File: src/rtl/musicbox_pkg.sv
// Shared playlist constants: track lengths, sequencer state encoding and track index width.
package musicbox_pkg;

  localparam int TRACK_W = 2;

  // Track lengths as m:ss, indexed by track number
  localparam logic [5:0] TRACK_LEN_MIN [0:3] = '{6'd0, 6'd1, 6'd0, 6'd2};
  localparam logic [5:0] TRACK_LEN_SEC [0:3] = '{6'd30, 6'd5, 6'd45, 6'd0};

  typedef enum logic [1:0] {
    PLAY     = 2'd0,
    WAIT_CLR = 2'd1,
    STOP     = 2'd2
  } seq_state_e;

endpackage

File: src/rtl/playlist_sequencer_if.sv
// Elapsed-time / button inputs and track / remaining-time outputs of the playlist sequencer.
interface playlist_sequencer_if;
  import musicbox_pkg::*;

  logic               ispaused;
  logic [5:0]         minutes;
  logic [5:0]         seconds;
  logic               next_req;
  logic               prev_req;
  logic [TRACK_W-1:0] track;
  logic               ss;
  logic [5:0]         rem_min;
  logic [5:0]         rem_sec;
  logic               song_done;
  logic               stopped;

  modport slave (
    input  ispaused, minutes, seconds, next_req, prev_req,
    output track, ss, rem_min, rem_sec, song_done, stopped
  );

  modport master (
    output ispaused, minutes, seconds, next_req, prev_req,
    input  track, ss, rem_min, rem_sec, song_done, stopped
  );

endinterface

File: src/rtl/track_length_rom.sv
// Combinational track index -> track length (m:ss) lookup.
module track_length_rom
  import musicbox_pkg::*;
(
  input  logic [TRACK_W-1:0] track_i,
  output logic [5:0]         len_min_o,
  output logic [5:0]         len_sec_o
);

  assign len_min_o = TRACK_LEN_MIN[track_i];
  assign len_sec_o = TRACK_LEN_SEC[track_i];

endmodule

File: src/rtl/playlist_sequencer.sv
// Playlist sequencer: advances tracks on end-of-track or user buttons, toggles ss to
// restart the play-time counter, and reports the remaining time of the current track.
module playlist_sequencer
  import musicbox_pkg::*;
#(
  parameter int NUM_TRACKS = 4,
  parameter bit LOOP       = 1'b1
) (
  input  logic                 clk_1hz,
  input  logic                 RESET,
  playlist_sequencer_if.slave  bus
);

  localparam logic [TRACK_W-1:0] LAST = TRACK_W'(NUM_TRACKS - 1);

  seq_state_e         state_q, state_d;
  logic [TRACK_W-1:0] track_q, track_d, trk_inc, trk_dec;
  logic               ss_q, ss_d, done_q, done_d, next_q, prev_q;
  logic               next_rise, prev_rise, btn, at_end, el_zero, illegal;
  logic [5:0]         len_min, len_sec;
  logic               borrow, sat;
  logic [6:0]         rem_min_w, rem_sec_w;

  track_length_rom u_rom (
    .track_i   (track_q),
    .len_min_o (len_min),
    .len_sec_o (len_sec)
  );

  assign next_rise = bus.next_req & ~next_q;
  assign prev_rise = bus.prev_req & ~prev_q;
  assign btn       = next_rise | prev_rise;
  assign trk_inc   = (track_q == LAST) ? '0 : track_q + 1'b1;
  assign trk_dec   = (track_q == '0) ? LAST : track_q - 1'b1;
  // Seconds never exceed 59, so the concatenation orders minutes-then-seconds
  assign at_end    = {bus.minutes, bus.seconds} >= {len_min, len_sec};
  assign el_zero   = (bus.minutes == '0) && (bus.seconds == '0);
  assign illegal   = {1'b0, track_q} >= 3'(NUM_TRACKS);

  always_ff @(posedge clk_1hz or posedge RESET) begin
    if (RESET) begin
      state_q <= PLAY;
      track_q <= '0;
      ss_q    <= 1'b0;
      done_q  <= 1'b0;
      next_q  <= 1'b0;
      prev_q  <= 1'b0;
    end else begin
      state_q <= state_d;
      track_q <= track_d;
      ss_q    <= ss_d;
      done_q  <= done_d;
      next_q  <= bus.next_req;
      prev_q  <= bus.prev_req;
    end
  end

  always_comb begin
    state_d = state_q;
    track_d = track_q;
    ss_d    = ss_q;
    done_d  = 1'b0;
    unique case (state_q)
      PLAY: begin
        if (btn) begin
          track_d = next_rise ? trk_inc : trk_dec;
          ss_d    = ~ss_q;
          state_d = WAIT_CLR;
        end else if (!bus.ispaused && at_end) begin
          done_d = 1'b1;
          if (track_q == LAST && !LOOP) begin
            state_d = STOP;
          end else begin
            track_d = trk_inc;
            ss_d    = ~ss_q;
            state_d = WAIT_CLR;
          end
        end
      end
      // Counter still shows the old track's time until it sees the ss edge
      WAIT_CLR: begin
        if (btn) begin
          track_d = next_rise ? trk_inc : trk_dec;
          ss_d    = ~ss_q;
        end else if (el_zero) begin
          state_d = PLAY;
        end
      end
      STOP: begin
        if (btn) begin
          track_d = next_rise ? '0 : LAST;
          ss_d    = ~ss_q;
          state_d = WAIT_CLR;
        end
      end
      default: state_d = PLAY;
    endcase
    if (illegal) track_d = '0;
  end

  // Borrow subtraction; a set sign bit means elapsed has passed the track length
  always_comb begin
    borrow    = bus.seconds > len_sec;
    rem_sec_w = {1'b0, len_sec} + (borrow ? 7'd60 : 7'd0) - {1'b0, bus.seconds};
    rem_min_w = {1'b0, len_min} - {1'b0, bus.minutes} - {6'd0, borrow};
    sat       = (state_q == STOP) || rem_min_w[6] || rem_sec_w[6];
  end

  assign bus.rem_min   = sat ? '0 : rem_min_w[5:0];
  assign bus.rem_sec   = sat ? '0 : rem_sec_w[5:0];
  assign bus.track     = track_q;
  assign bus.ss        = ss_q;
  assign bus.song_done = done_q;
  assign bus.stopped   = (state_q == STOP);

endmodule
File: src/flat_wrapper.sv
// flat-port wrapper written by rule: the top's interface ports become plain ports
module playlist_sequencer_flat import musicbox_pkg::*;
#(
  parameter int NUM_TRACKS = 4,
  parameter bit LOOP       = 1'b1
)
  (clk_1hz, RESET, bus_ispaused, bus_minutes, bus_seconds, bus_next_req, bus_prev_req, bus_track, bus_ss, bus_rem_min, bus_rem_sec, bus_song_done, bus_stopped);
  playlist_sequencer_if bus_i ();
  input  logic clk_1hz;
  input  logic RESET;
  input wire logic [$bits(bus_i.ispaused)-1:0] bus_ispaused;
  input wire logic [$bits(bus_i.minutes)-1:0] bus_minutes;
  input wire logic [$bits(bus_i.seconds)-1:0] bus_seconds;
  input wire logic [$bits(bus_i.next_req)-1:0] bus_next_req;
  input wire logic [$bits(bus_i.prev_req)-1:0] bus_prev_req;
  output wire logic [$bits(bus_i.track)-1:0] bus_track;
  output wire logic [$bits(bus_i.ss)-1:0] bus_ss;
  output wire logic [$bits(bus_i.rem_min)-1:0] bus_rem_min;
  output wire logic [$bits(bus_i.rem_sec)-1:0] bus_rem_sec;
  output wire logic [$bits(bus_i.song_done)-1:0] bus_song_done;
  output wire logic [$bits(bus_i.stopped)-1:0] bus_stopped;
  assign bus_i.ispaused = bus_ispaused;
  assign bus_i.minutes = bus_minutes;
  assign bus_i.seconds = bus_seconds;
  assign bus_i.next_req = bus_next_req;
  assign bus_i.prev_req = bus_prev_req;
  assign bus_track = bus_i.track;
  assign bus_ss = bus_i.ss;
  assign bus_rem_min = bus_i.rem_min;
  assign bus_rem_sec = bus_i.rem_sec;
  assign bus_song_done = bus_i.song_done;
  assign bus_stopped = bus_i.stopped;
  playlist_sequencer #(.NUM_TRACKS(NUM_TRACKS), .LOOP(LOOP)) u_core (.clk_1hz(clk_1hz), .RESET(RESET), .bus(bus_i));
endmodule
File: config.mk
export PLATFORM = sky130hd
export DESIGN_NAME = playlist_sequencer_flat
export DESIGN_NICKNAME = d
export VERILOG_FILES = /design/src/rtl/musicbox_pkg.sv /design/src/rtl/playlist_sequencer_if.sv /design/src/rtl/track_length_rom.sv /design/src/rtl/playlist_sequencer.sv /design/src/flat_wrapper.sv
export SDC_FILE = /design/constraint.sdc
export NUM_CORES = 1
export LEC_CHECK = 0
export ABC_AREA = 0
export CAP_MARGIN = 10
export CORE_MARGIN = 8
export CORE_UTILIZATION = 50
export DETAILED_ROUTE_END_ITERATION = 7
export GPL_TIMING_DRIVEN = 0
export PLACE_DENSITY = 0.82
export SLEW_MARGIN = 20
export SYNTH_ARGS = -nofsm -noshare
export SYNTH_HDL_FRONTEND = slang
export SYNTH_SLANG_ARGS = --single-unit
File: constraint.sdc
create_clock -name clk_1hz -period 6.8 [get_ports clk_1hz]
set_input_delay 1.36 -clock clk_1hz [delete_from_list [all_inputs] [get_ports clk_1hz]]
set_output_delay 1.36 -clock clk_1hz [all_outputs]
set_load 0.005 [all_outputs]
==> results by group <==
Die
  • Die area: 4660 um2
  • Die H: slightly below 70 um
  • Die X: just under 70 um
  • Number of I/O pins: 34
  • Initial Utilization: 0.509
  • Row cnt: 19
  • Core area: ~2700 um2

Clock network
  • H-tree depth: 1
  • Hold-fix buffer count after cts: 0
  • Clk pin slew, worst setup/hold paths: 0.05 ns
  • CTS Buffer Depth: 2
  • Clock latency on the worst-skew pair: around 0.26 ns
  • CTS root buf: clkbuf_4
  • TritonCTS clock tree: built
  • Num CTS Buffers: 3
  • # clock sinks: 7

Global route
  • Largest net degree at the start of global routing: 11
  • First-pass GRT wire length: 6070 um
  • Initial antenna violation count: 0
  • Number of global-route vias before repair: about 1400
  • Total grt overflow: 0
  • Gr usage total: 0.166

Status
  • Status: completed

Power
  • Total internal power: 502 uW
  • Leakage power: ~0.00093 uW
  • Seq pwr share: 0.072
  • Comb pwr share: 0.888
  • Switch Pwr: approximately 440 uW
  • PwrDens: between 500 and 600 nW/um2
  • Clock power frac: 0.040
  • Switch share: 0.469
  • Max IR drop VDD: 507 uV

STA
  • Final setup viols: 0
  • Final hold slack: 0.468 ns
  • Final Max Tran Viols: 0
  • Worst Clk Skew: about 0.011 ns
  • Final hold vios: 0
  • Worst Setup Slack, final: 0.170 ns
  • Tcrit/Tclk final: 0.975
  • FMAX: around 150 MHz
  • Clock period minus worst slack: roughly 6.6 ns

Logic synthesis
  • Async SR Flop Fraction: 1.00
  • Top post-synthesis cells by area: ha_1 26%, dfrtp_1 13%, inv_1 9.9%, fa_1 8.8%, nor2_1 4.9%
  • Main combinational cell family by area after synthesis: adder cells
  • EDFF count, synth: 0
  • Yosys cell types: slightly above 40
  • Mux share of post-synthesis cell area: 0.0146
  • Synthesized-area fraction occupied by and/or/nand/nor cells: 0.171
  • Syn avg cell area: approximately 8 um2
  • Sequential fraction of the synthesis area: 0.128
  • Synth warn: 0
  • Synth Area in XOR/XNOR: 0.0576
  • Synth Area in Compound Gates: 0.169
  • Post-Synth Adder-Cell Area: 0.344
  • Synth Flop Type: dfrtp_1
  • Largest area contributor in the netlist: ha_1
  • Cell Area, Synth: ~1400 um2
  • Flops & latches, synth: 7
  • Post-Synthesis Cells: around 170
  • Post-Syn Nets: around 220
  • Area share of the largest cell type after synthesis: 0.256

Drt
  • Avg WL per Cell: around 16 um
  • Pre-antenna DRT Iters: 4
  • Residual DRC: 0
  • Vias: 1337
  • Post-Route WL: 3750 um
  • DR vias/cell: 5.57
  • Routed Antenna Nets: 0
  • Initial DRC count: 87

Placement
  • Gpl congestion: 0.847
  • Setup Slack @ Placement: -0.217 ns
  • DP HPWL: between 3000 and 4000 um
  • Dpl cell area: around 1700 um2
  • Port Buffers: 32
  • Inst Count DP: approximately 240

Final layout
  • Area of the multi-input gates: between 1000 and 1500 um2
  • Synth-to-layout area growth: 33.5%
  • Final Cell Area: between 1500 and 2000 um2
  • Non-filler cells, final: 240
  • # fillers: between 200 and 250
  • Layout cells sized above 1: 0.0813
  • Seq. cell area: about 180 um2
  • # nets final: around 260
  • Util after Layout: 0.680
  • Ant diodes: 0

Hold path
  • Hold Crit Class: register to register
  • Worst hold start: u_core.bus.ss$_DFFE_PP0P_

Worst setup path
  • Setup crit end kind: primary output
  • Worst reg2reg path startpoint: u_core.bus.track[0]$_DFFE_PP0P_
  • Crit start category: primary input
  • Crit-path max FO: 10
  • Data required, critical path: between 5 and 6 ns
  • Critical path class: primary input to primary output
  • Critical Path AT: 5.27 ns
  • Crit path from: bus_seconds[4]

Flow run
  • Number of max-cap violations: 0
[synthesized netlist by cell type (2+ instances only)]
master and number:
inv_1 36, ha_1 28, nor2_1 18, a21oi_1 8, dfrtp_1 7, nand2_1 7, o21ai_0 7, fa_1 6
xnor2_1 5, a21o_1 4, nor3_1 4, xor2_1 4, nand4_1 3, nor2b_1 3, nor4_1 3, mux2i_1 2
nand2b_1 2, o2111ai_1 2
[worst max-delay path, cell delays in order]
cell	delay, ns
clkdlybuf4s50_1	0.49
ha_1	0.38
a21o_1	0.17
a21o_1	0.20
o21a_1	0.16
ha_4	0.30
xor2_2	0.15
inv_1	0.06
ha_1	0.28
a21o_2	0.13
a21oi_2	0.07
or4b_1	0.47
o2111ai_1	0.12
nand3_2	0.13
buf_6	0.16
nor2_1	0.10
clkdlybuf4s50_1	0.50
[state kept, by name, summed over array words and instances (netlist names)]
name and count:
u_core.next_q 1, u_core.bus.song_done 1, u_core.bus.ss 1, u_core.bus.track 2, u_core.prev_q 1, u_core.state_q 1
[timing repair]
item | CTS | global route
setup endpoints to repair | 12 | 12
gates cloned | 0 | 0
pin swaps | 1 | 0
hold endpoints to repair | 0 | 0
gates resized for setup | 5 | 11
buffers inserted | 1 | 0
[cells by family (layout without fill, tap and decap cells)]
group                    Yosys count  count (layout)
AO/OA/AOI/OAI                     34              34
XOR/XNOR                           9               9
adder cells (fa/ha/maj)           34              34
buffers and inverters             38              75
flip-flops                         7               7
multiplexers                       2               2
other                              1               1
AND/OR/NAND/NOR                   47              47
[power by group through the flow]
stage	clock network (uW)	registers [uW]	logic [uW]
after floorplan	0	64.8	509
after global placement	0	65.8	777
after detailed placement	0	66.4	806
after CTS	38.1	66.0	832
after global routing	40.1	70.3	931
final	38.3	68.0	840
[cell usage in the layout, fill, tap and decap left out, drive strengths merged, types with 2 or more instances in the layout]
cell type,n
fa,6
nor2b,3
clkbuf,4
a21o,5
inv,36
dfrtp,7
xnor2,5
nand2,7
buf,3
nand4,3
xor2,4
mux2i,2
dlymetal6s2s,4
clkdlybuf4s15,2
nand3,2
o21ai,7
a21oi,9
nor2,18
ha,28
nand2b,2
clkdlybuf4s50,26
a21boi,2
o2111ai,2
nor3,4
nor4,3
[per-layer routing]
layer / part of all wire / global-route usage / vias to the layer above
met2: 0.53 / 0.319 / 46
met1: 0.40 / 0.183 / 633
met4: 0.026 / 0.0358 / 0
met5: 0 / 0 / -
li1: - / - / 644
met3: 0.048 / 0.0327 / 14
[area by class of cell]
type,count,share of cell area
Buffer,2,0.0103
Multi-Input combinational cell,127,0.599
Inverter,36,0.0740
Sequential cell,7,0.0960
Timing Repair Buffer,33,0.185
Clock buffer,4,0.0144
Tap cell,31,0.0212
[through the flow]
step | setup TNS, ns | total power (uW)
after floorplan | 0 | 574
final | 0 | 947
after detailed placement | -2.23 | 872
after global placement | -1.85 | 843
after CTS | 0 | 936
after global routing | -0.00323 | 1040
[worst paths after layout]
check | endpoint | slack (ns) | depth (start not counted)
setup / recovery | bus_rem_min[5] | 0.17 | 17
hold / removal | u_core.bus.ss$_DFFE_PP0P_ | 0.47 | 1
setup reg to reg | u_core.bus.track[1]$_DFFE_PP0P_ | 3.99 | 10
hold reg to reg | u_core.bus.ss$_DFFE_PP0P_ | 0.47 | 1
max in group asynchronous | u_core.state_q[0]$_DFFE_PP0P_ | 5.20 | 2
min in group asynchronous | u_core.prev_q$_DFF_PP0_ | 1.37 | 2
Note: power is estimated with default switching activity, not from simulation.
